### config.mk
export PLATFORM = sky130hd
export DESIGN_NAME = ahb_arbiter
export DESIGN_NICKNAME = d
export VERILOG_FILES = /design/src/rtl/ahb_arbiter.sv
export SDC_FILE = /design/constraint.sdc
export NUM_CORES = 1
export LEC_CHECK = 0
export CAP_MARGIN = 20
export CORE_MARGIN = 3
export CORE_UTILIZATION = 50
export DETAILED_ROUTE_END_ITERATION = 12
export GPL_ROUTABILITY_DRIVEN = 0
export PLACE_DENSITY = 0.87
export SYNTH_ARGS = -nofsm -noshare
export SYNTH_HDL_FRONTEND = slang
export SYNTH_SLANG_ARGS = --single-unit
### constraint.sdc
create_clock -name clk -period 5.4 [get_ports clk]
set_clock_uncertainty 0.1 [all_clocks]
set_input_delay 0.54 -clock clk [delete_from_list [all_inputs] [get_ports clk]]
set_output_delay 0.54 -clock clk [all_outputs]
set_load 0.05 [all_outputs]
### src/rtl/ahb_arbiter.sv
`default_nettype none
// ============================================================================
// Module      : ahb_arbiter
// Description : AHB bus arbiter for five masters. Decodes the round-robin
//               priority vector against the request lines. Registers a
//               one-hot grant. Re-arbitrates only at legal points: never
//               inside a fixed-length burst, and never while a lock is held.
// Revision    : 1.0 - initial release
// ============================================================================
module ahb_arbiter #(
  parameter int DEF_MST = 0
) (
  input  logic        clk,
  input  logic        rst,
  input  logic [4:0]  hbusreq,
  input  logic [4:0]  hlock,
  input  logic [24:0] prio,
  input  logic        hready,
  input  logic [1:0]  htrans,
  input  logic [2:0]  hburst,
  output logic [15:0] hgrantx,
  output logic [3:0]  hmaster,
  output logic        hmastlock
);

  localparam logic [1:0] HTRANS_IDLE   = 2'b00;
  localparam logic [1:0] HTRANS_BUSY   = 2'b01;
  localparam logic [1:0] HTRANS_NONSEQ = 2'b10;
  localparam logic [1:0] HTRANS_SEQ    = 2'b11;

  localparam logic [4:0] DEF_GRANT = 5'b00001 << DEF_MST;

  typedef enum logic [1:0] {
    ARB   = 2'd0,
    BURST = 2'd1,
    LOCK  = 2'd2
  } state_t;

  state_t      state, state_nxt;
  logic [3:0]  cnt, cnt_nxt;
  logic [4:0]  grant;
  logic [4:0]  winner;
  logic [2:0]  gidx;
  logic        arb;

  // A slot counts only when it holds exactly one master id.
  function automatic logic is_onehot(input logic [4:0] v);
    return (v != 5'd0) && ((v & (v - 5'd1)) == 5'd0);
  endfunction

  assign hgrantx = {11'd0, grant};

  // Priority decode. Slot 0 is the fallback. Slots 4..1 are scanned so
  // that slot 1 is applied last and therefore wins.
  always_comb begin
    logic [4:0] slot;
    winner = DEF_GRANT;
    slot   = prio[24:20];
    if (is_onehot(slot) && ((slot & hbusreq) != 5'd0)) winner = slot;
    for (int k = 4; k >= 1; k--) begin
      slot = prio[24-5*k -: 5];
      if (is_onehot(slot) && ((slot & hbusreq) != 5'd0)) winner = slot;
    end
  end

  // Index of the currently granted master.
  always_comb begin
    gidx = 3'd0;
    for (int i = 0; i < 5; i++) begin
      if (grant[i]) gidx = 3'(i);
    end
  end

  // Next-state logic: decides whether this cycle is an arbitration point.
  always_comb begin
    state_nxt = state;
    cnt_nxt   = cnt;
    arb       = 1'b0;
    case (state)
      ARB: begin
        if (hready) begin
          if ((htrans == HTRANS_NONSEQ) && (hburst[2:1] != 2'b00)) begin
            // A fixed-length burst starts; the grant is frozen for its duration.
            state_nxt = BURST;
            case (hburst[2:1])
              2'b01:   cnt_nxt = 4'd3;
              2'b10:   cnt_nxt = 4'd7;
              default: cnt_nxt = 4'd15;
            endcase
          end else begin
            arb = 1'b1;
          end
        end
      end
      BURST: begin
        if (hready) begin
          case (htrans)
            HTRANS_SEQ: begin
              // The grant moves on the last SEQ so the new owner is ready
              // during the final data phase.
              if (cnt <= 4'd1) arb = 1'b1;
              else             cnt_nxt = cnt - 4'd1;
            end
            HTRANS_IDLE, HTRANS_NONSEQ: arb = 1'b1;
            HTRANS_BUSY: ;
            default: ;
          endcase
        end
      end
      LOCK: begin
        // hmaster trails the grant by one accepted cycle. The lock is
        // released only after ownership has caught up with the grant.
        if (hready && (hmaster[2:0] == gidx) && !hlock[hmaster[2:0]]) arb = 1'b1;
      end
      default: state_nxt = ARB;
    endcase
    if (arb) begin
      cnt_nxt   = 4'd0;
      state_nxt = ((winner & hlock) != 5'd0) ? LOCK : ARB;
    end
  end

  // State, beat counter, grant and bus ownership registers.
  always_ff @(posedge clk) begin
    if (rst) begin
      state     <= ARB;
      cnt       <= 4'd0;
      grant     <= DEF_GRANT;
      hmaster   <= 4'(DEF_MST);
      hmastlock <= 1'b0;
    end else begin
      state <= state_nxt;
      cnt   <= cnt_nxt;
      if (arb) grant <= winner;
      if (hready) begin
        hmaster   <= {1'b0, gidx};
        hmastlock <= hlock[gidx];
      end
    end
  end

endmodule
`default_nettype wire
# == Word level (Yosys, flattened, before mapping) ==
# Cells that the tools add are included.
# W data, S select, Z words.
# op_classes
n_reduce_logical,39
bitwise,11
add_sub_neg,6
eq_ne,15
n_lt_le_gt_ge,3
mux,32
# op_table
op,count
$and A5 B5 Y5,11
$reduce_bool A5 Y1,11
$logic_not A5 Y1,5
$mux W5,5
$sub A5 B1 Y5 const B,5
$mux W4,5
$pmux W4 S2,2
$logic_and A1 B1 Y1,13
$ne A2 B2 Y1 const B,5
$mux W3,3
$eq A2 B2 Y1 const B,4
$lt A3 B4 Y1 const B,2
$mux W1,8
$mux W2,4
$bmux W1 S3,2
$ne A3 B3 Y1 const B,2
$reduce_and A6 Y1,1
$reduce_or A2 Y1,3
$eq A2 B1 Y1 const B,2
$le A4 B1 Y1 const B,1
$logic_not A2 Y1,2
$pmux W2 S2,1
$reduce_bool A2 Y1,2
$sub A4 B1 Y4 const B,1
6 further kinds,6
# word_totals
register_bits,15
output_inout_bits,21
in_bits,43
elab_cells,111

# == Longest topological paths before layout ==
# depth
word_depth,14
ltp_mapped,9
depth_no_buf,9

# == Worst setup path before layout ==
# No wires, ideal clock.
# synth_path
path_type,reg2reg
from,register hmaster[0]
to,register state[1]
synth_period_minus_slack_ps,2403
t_arrival_ps,2163
setup_ps,140
n_path_buf,0
required_ps,5160
path_stages_with_launch,8
setup_slack_ps,2997
path_cell_list,dfxtp_1 -> mux4_2 -> nor3_1 -> a31o_1 -> a31oi_1 -> o21bai_1 -> a2111oi_2 -> a221oi_1
# synth_between
elab_chain_cells,8
elab_cells_between_ends,13
cone_classes,4 x eq/ne; 5 x mux; 4 x reduce/logical
# synth_rtl
item,line,text
from (decl),22,"output logic [3:0] hmaster,"
from (signal assigned),129,hmaster <= 4'(DEF_MST);
from (signal assigned),136,"hmaster <= {1'b0, gidx};"
$bmux W1 S3,113,if (hready && (hmaster[2:0] == gidx) && !hlock[hmaster[2:0]]) arb = 1'b1;
$mux W1 (implied by the code),113,
$logic_not A1 Y1,113,
$logic_and A1 B1 Y1 (*),113,
$mux W1 (*),113,
$pmux W1 S3 (*),79,case (state)
$ne A3 B3 Y1 (no source line) or $ne A2 B1 Y1 (tied branches),-,
$reduce_and A3 Y1 (no source line),-,
to (signal assigned),132,state <= state_nxt;
to (decl),39,"state_t state, state_nxt;"
# Every way passes the cells marked *; elsewhere a longest branch is shown, timed or not. The select of a mux whose other input is x is not followed.
# A chain may end at the register's enable or synchronous reset.

# == Final worst setup path ==
# layout_path
from,input hburst[1]
to,register state[1]
# layout_between
elab_chain_cells,7
elab_cells_between_ends,10
cone_classes,3 x eq/ne; 4 x mux; 3 x reduce/logical
# layout_rtl
item,line,text
from (decl),20,"input logic [2:0] hburst,"
$reduce_bool A2 Y1 (*),82,if ((htrans == HTRANS_NONSEQ) && (hburst[2:1] != 2'b00)) begin
$logic_and A1 B1 Y1 (*),82,
$mux W1,82,
$mux W1,81,if (hready) begin
$pmux W1 S3,79,
$ne A3 B3 Y1 (no source line) or $ne A2 B1 Y1 (tied branches),-,
$reduce_and A3 Y1 (no source line),-,
# Every way passes the cells marked *; elsewhere a longest branch is shown, timed or not.

==> results by stage <==
Logic synthesis:
- Summing the sequential cell areas from Yosys gives 16.4% of the chip area.
- In this run, distinct cell masters in the synthesized netlist total 57.
- Counting flops and latches in the post-synthesis netlist gives 15.
- In this run, synthesis inferred 0 flip-flops with an integrated enable.
- The most instantiated flip-flop cell in the synthesis netlist is sky130_fd_sc_hd__dfxtp_1.
- For this run, the number of Yosys warnings is 0.
- Dividing the synthesized area by the synthesized cell count gives 7.92 um2.
- The mapped netlist covers 0.00183 mm2.
- Synthesis produced a netlist whose cell count is 231.
- The share of flip-flops with an asynchronous set or reset is 0%.

CTS:
- The worst-case clock buffer depth is 2.
- The number of buffers added by the clock tree synthesis step is 3.
- The number of buffers added to fix hold violations after cts is 0.
- Post-CTS repair changed the size of 0 cells.
- The clock tree root buffer cell is sky130_fd_sc_hd__clkbuf_8.
- The H-tree depth is 1.
- The clock latency on the worst-skew pair is 0.25 ns.
- After clock tree synthesis, the setup repair step added 0 buffers.
- The CTS tree is built.
- The clock transition time at the flip-flop clock pins of the worst setup and hold paths is 0.07 ns.
- Counting every sink on the clock net gives 15.

STA:
- Setup repair after global routing left no endpoint under its margin.
- The max-slew headroom at the worst pin is 33.0%.
- The final-report max-slew violation count is 0.
- The final setup slack of the worst path is 2.35 ns.
- The sum of negative setup slack is 0 ns.
- The transition time at the pin with the least slew margin is 1.00 ns.
- The time the final worst path needs with I/O delays and setup is 3.05 ns.
- The worst hold slack across all endpoints is 0.388 ns.
- The final number of setup-violating endpoints is 0.
- After layout, the worst path uses 56.6% of the clock period.
- Timing would allow up to 0.327 GHz.
- The number of hold violations in the final report was 0.

Critical path:
- In this run the critical register-to-register path is launched from cnt[0].
- The worst register-to-register path ends at state[1].
- The critical path in this run is classified as in2reg.
- The reg2reg setup slack is 2.67 ns.
- For the worst setup path, the data required time is 5.45 ns.
- STA puts the critical path data arrival time at 3.11 ns.
- STA classifies the critical path endpoint as a flop.
- The maximum fanout along the worst path is 11.
- The startpoint kind of the worst setup timing path is an input pin.
- The number of cells on the worst reg-to-reg path is 9.

Pwr:
- The maximum VDD drop is 0.116 mV.
- Power spread over the standard cell area amounts to 292 mW/mm2.
- For this design the static power due to leakage is 0.913 nW.

Drt:
- The first detailed-routing pass took 5 iterations.
- After detailed routing, the number of remaining DRC violations is 0.
- The vias after detailed routing is 1923.
- In the final routed layout, each cell accounts on average for 13.7 um.
- The ratio of routed vias to standard cells is 5.92.
- Summed over all layers, the routed wires come to 4450 um.
- The remaining number of nets flagged by the antenna check after routing is 0.
- The first routing iteration left 109 violations.

Die:
- In this run the vertical extent of the chip is 66.5 um.
- The initial core utilization is 53.1%.
- The floorplan step set the die width to 66.5 um.
- The region available for standard cell placement spans 0.00344 mm2.
- The I/O pin count is 64.
- The floorplan row count is 21.
- The die covers 0.00442 mm2.

Layout:
- The number of nets in the layout is 331.
- At the end of the flow the core is filled with cells to 68.6%.
- For this run, the number of standard cells in the final layout without fillers is 325.
- In the layout the commonest cells are sky130_fd_sc_hd__clkdlybuf4s50_1 (50), sky130_fd_sc_hd__nor2_1 (21), sky130_fd_sc_hd__inv_1 (15), sky130_fd_sc_hd__dfxtp_1 (15).
- The synthesis-to-finish area growth is 29.1%.
- The library cell used most frequently in the layout, excluding fill and tap cells, is sky130_fd_sc_hd__clkdlybuf4s50_1.
- The fraction of final layout cells sized beyond drive strength 1 is 6.09%.
- The number of inserted filler cells in the final layout is 297.
- The diode insertion count for antenna repair is 0.

Placed design:
- The total placed cells including tap cells is 321.
- The quantity of I/O buffers inserted on ports is 50.
- The placed wire-length estimate after detailed placement is 3570 um.
- Timing analysis after detailed placement gives a worst setup slack of 2.11 ns.

GRT:
- Global routing used 25.4% of the available met1 tracks.
- For this run, global-route usage on met2 was measured as 35.9%.
- The routing layer with the top usage in global route is met2.
- The number of global-route vias before repair is 1716.
- The number of antenna violations at the first check in global routing is 0.
- The routing usage on met3 is 2.87%.
- The global-route congestion overflow total is 0.
- The first-pass GRT wire length is 7170 um.
- Entering global routing, the biggest net connects 12 pins.
- Across every metal layer, demand over resource in global routing totals 20.0%.

Hold path:
- Counting instances, the worst hold path has a depth of 1.
- The worst min-delay path startpoint is grant[0].
- For hold timing, the worst endpoint is grant[0].
- In this run the worst hold path is classified as reg2reg.

Outcome:
- The flow ran to the end, and the final reports show no timing, DRC or antenna violations.

Job:
- The number of max-cap violations is 0.
routing by layer:
layer | share of wire (%) | up-vias | routed length [um]
li1 | - | 947 | -
met5 | 0 | - | 0
met2 | 47 | 91 | 2100
met1 | 45 | 880 | 1990
met3 | 7.6 | 5 | 339
met4 | 0.58 | 0 | 26
cells in the mapped netlist (all sizes together) (4+ instances only):
master	instances	area, um2
a2111oi	4	67.6
a211oi	13	108
a21oi	4	20.0
a222oi	4	40.0
a22o	4	35.0
a22oi	6	45.0
buf	14	103
dfxtp	15	300
ha	8	100
inv	15	56.3
mux2i	12	120
nand2	11	41.3
nand2b	9	56.3
nor2	21	78.8
nor2b	9	56.3
nor3	9	45.0
nor3b	7	52.6
o21ai	13	72.6
xnor2	4	35.0
cell families (layout without fill, tap and decap cells):
family / count (synthesis) / after routing / share of synthesized area, %
AND/OR/NAND/NOR: 81 / 81 / 24.1
multiplexers: 14 / 14 / 8.41
buffers and inverters: 32 / 69 / 9.30
other: 1 / 12 / 0.205
AO/OA/AOI/OAI: 73 / 73 / 32.8
adder cells (fa/ha/maj): 8 / 8 / 5.47
flip-flops: 15 / 15 / 16.4
XOR/XNOR: 7 / 7 / 3.35
where the power goes:
| group | internal, W | total, W | leakage [nW] | switching, W |
|---|---|---|---|---|
| Combinational | 0.000175 | 0.000423 | 0.765 | 0.000248 |
| Sequential | 0.000141 | 0.000174 | 0.123 | 0.0000322 |
| Clock | 0.0000512 | 0.0000935 | 0.0255 | 0.0000423 |
how the worst max path moves through the flow:
stage	slack (ns)	endpoint	startpoint	depth (start not counted)
floorplan	3.00	state[1]	hmaster[0]	7
global placement	2.16	state[1]	hburst[1]	10
detailed placement	2.11	state[1]	hburst[1]	10
CTS	2.35	state[1]	hburst[1]	10
global route	2.16	state[1]	hburst[1]	10
finish	2.35	state[1]	hburst[1]	10
flip-flops by register name, indices dropped and copies added (netlist names):
signal     flops
hmastlock      1
state          2
grant          5
hmaster        3
cnt            4
layout make-up:
| class | instances | area [um2] | share of cell area, % |
|---|---|---|---|
| clock buffer | 3 | 41.3 | 1.75 |
| sequential | 15 | 300 | 12.7 |
| clock inverter | 1 | 5.00 | 0.212 |
| inverter | 15 | 56.3 | 2.38 |
| multi-input combinational | 195 | 1400 | 59.3 |
| timing repair buffer | 50 | 500 | 21.2 |
| tap | 46 | 57.6 | 2.44 |
per-stage QoR:
step,instance area [um2],total power (W)
floorplan,1870,0.000479
global placement,2310,0.000581
detailed placement,2310,0.000592
global route,2360,0.000735
finish,2360,0.000690
CTS,2360,0.000688
critical path, stage by stage:
cell                              delay (ns)
sky130_fd_sc_hd__clkdlybuf4s50_1        0.48
sky130_fd_sc_hd__inv_1                  0.05
sky130_fd_sc_hd__ha_1                   0.18
sky130_fd_sc_hd__nor3b_1                0.24
sky130_fd_sc_hd__nor2b_1                0.10
sky130_fd_sc_hd__o211a_1                0.21
sky130_fd_sc_hd__a31oi_1                0.73
sky130_fd_sc_hd__o21bai_1               0.24
sky130_fd_sc_hd__a2111oi_2              0.07
sky130_fd_sc_hd__a221oi_1               0.28
Power figures use the tool's default switching activity.
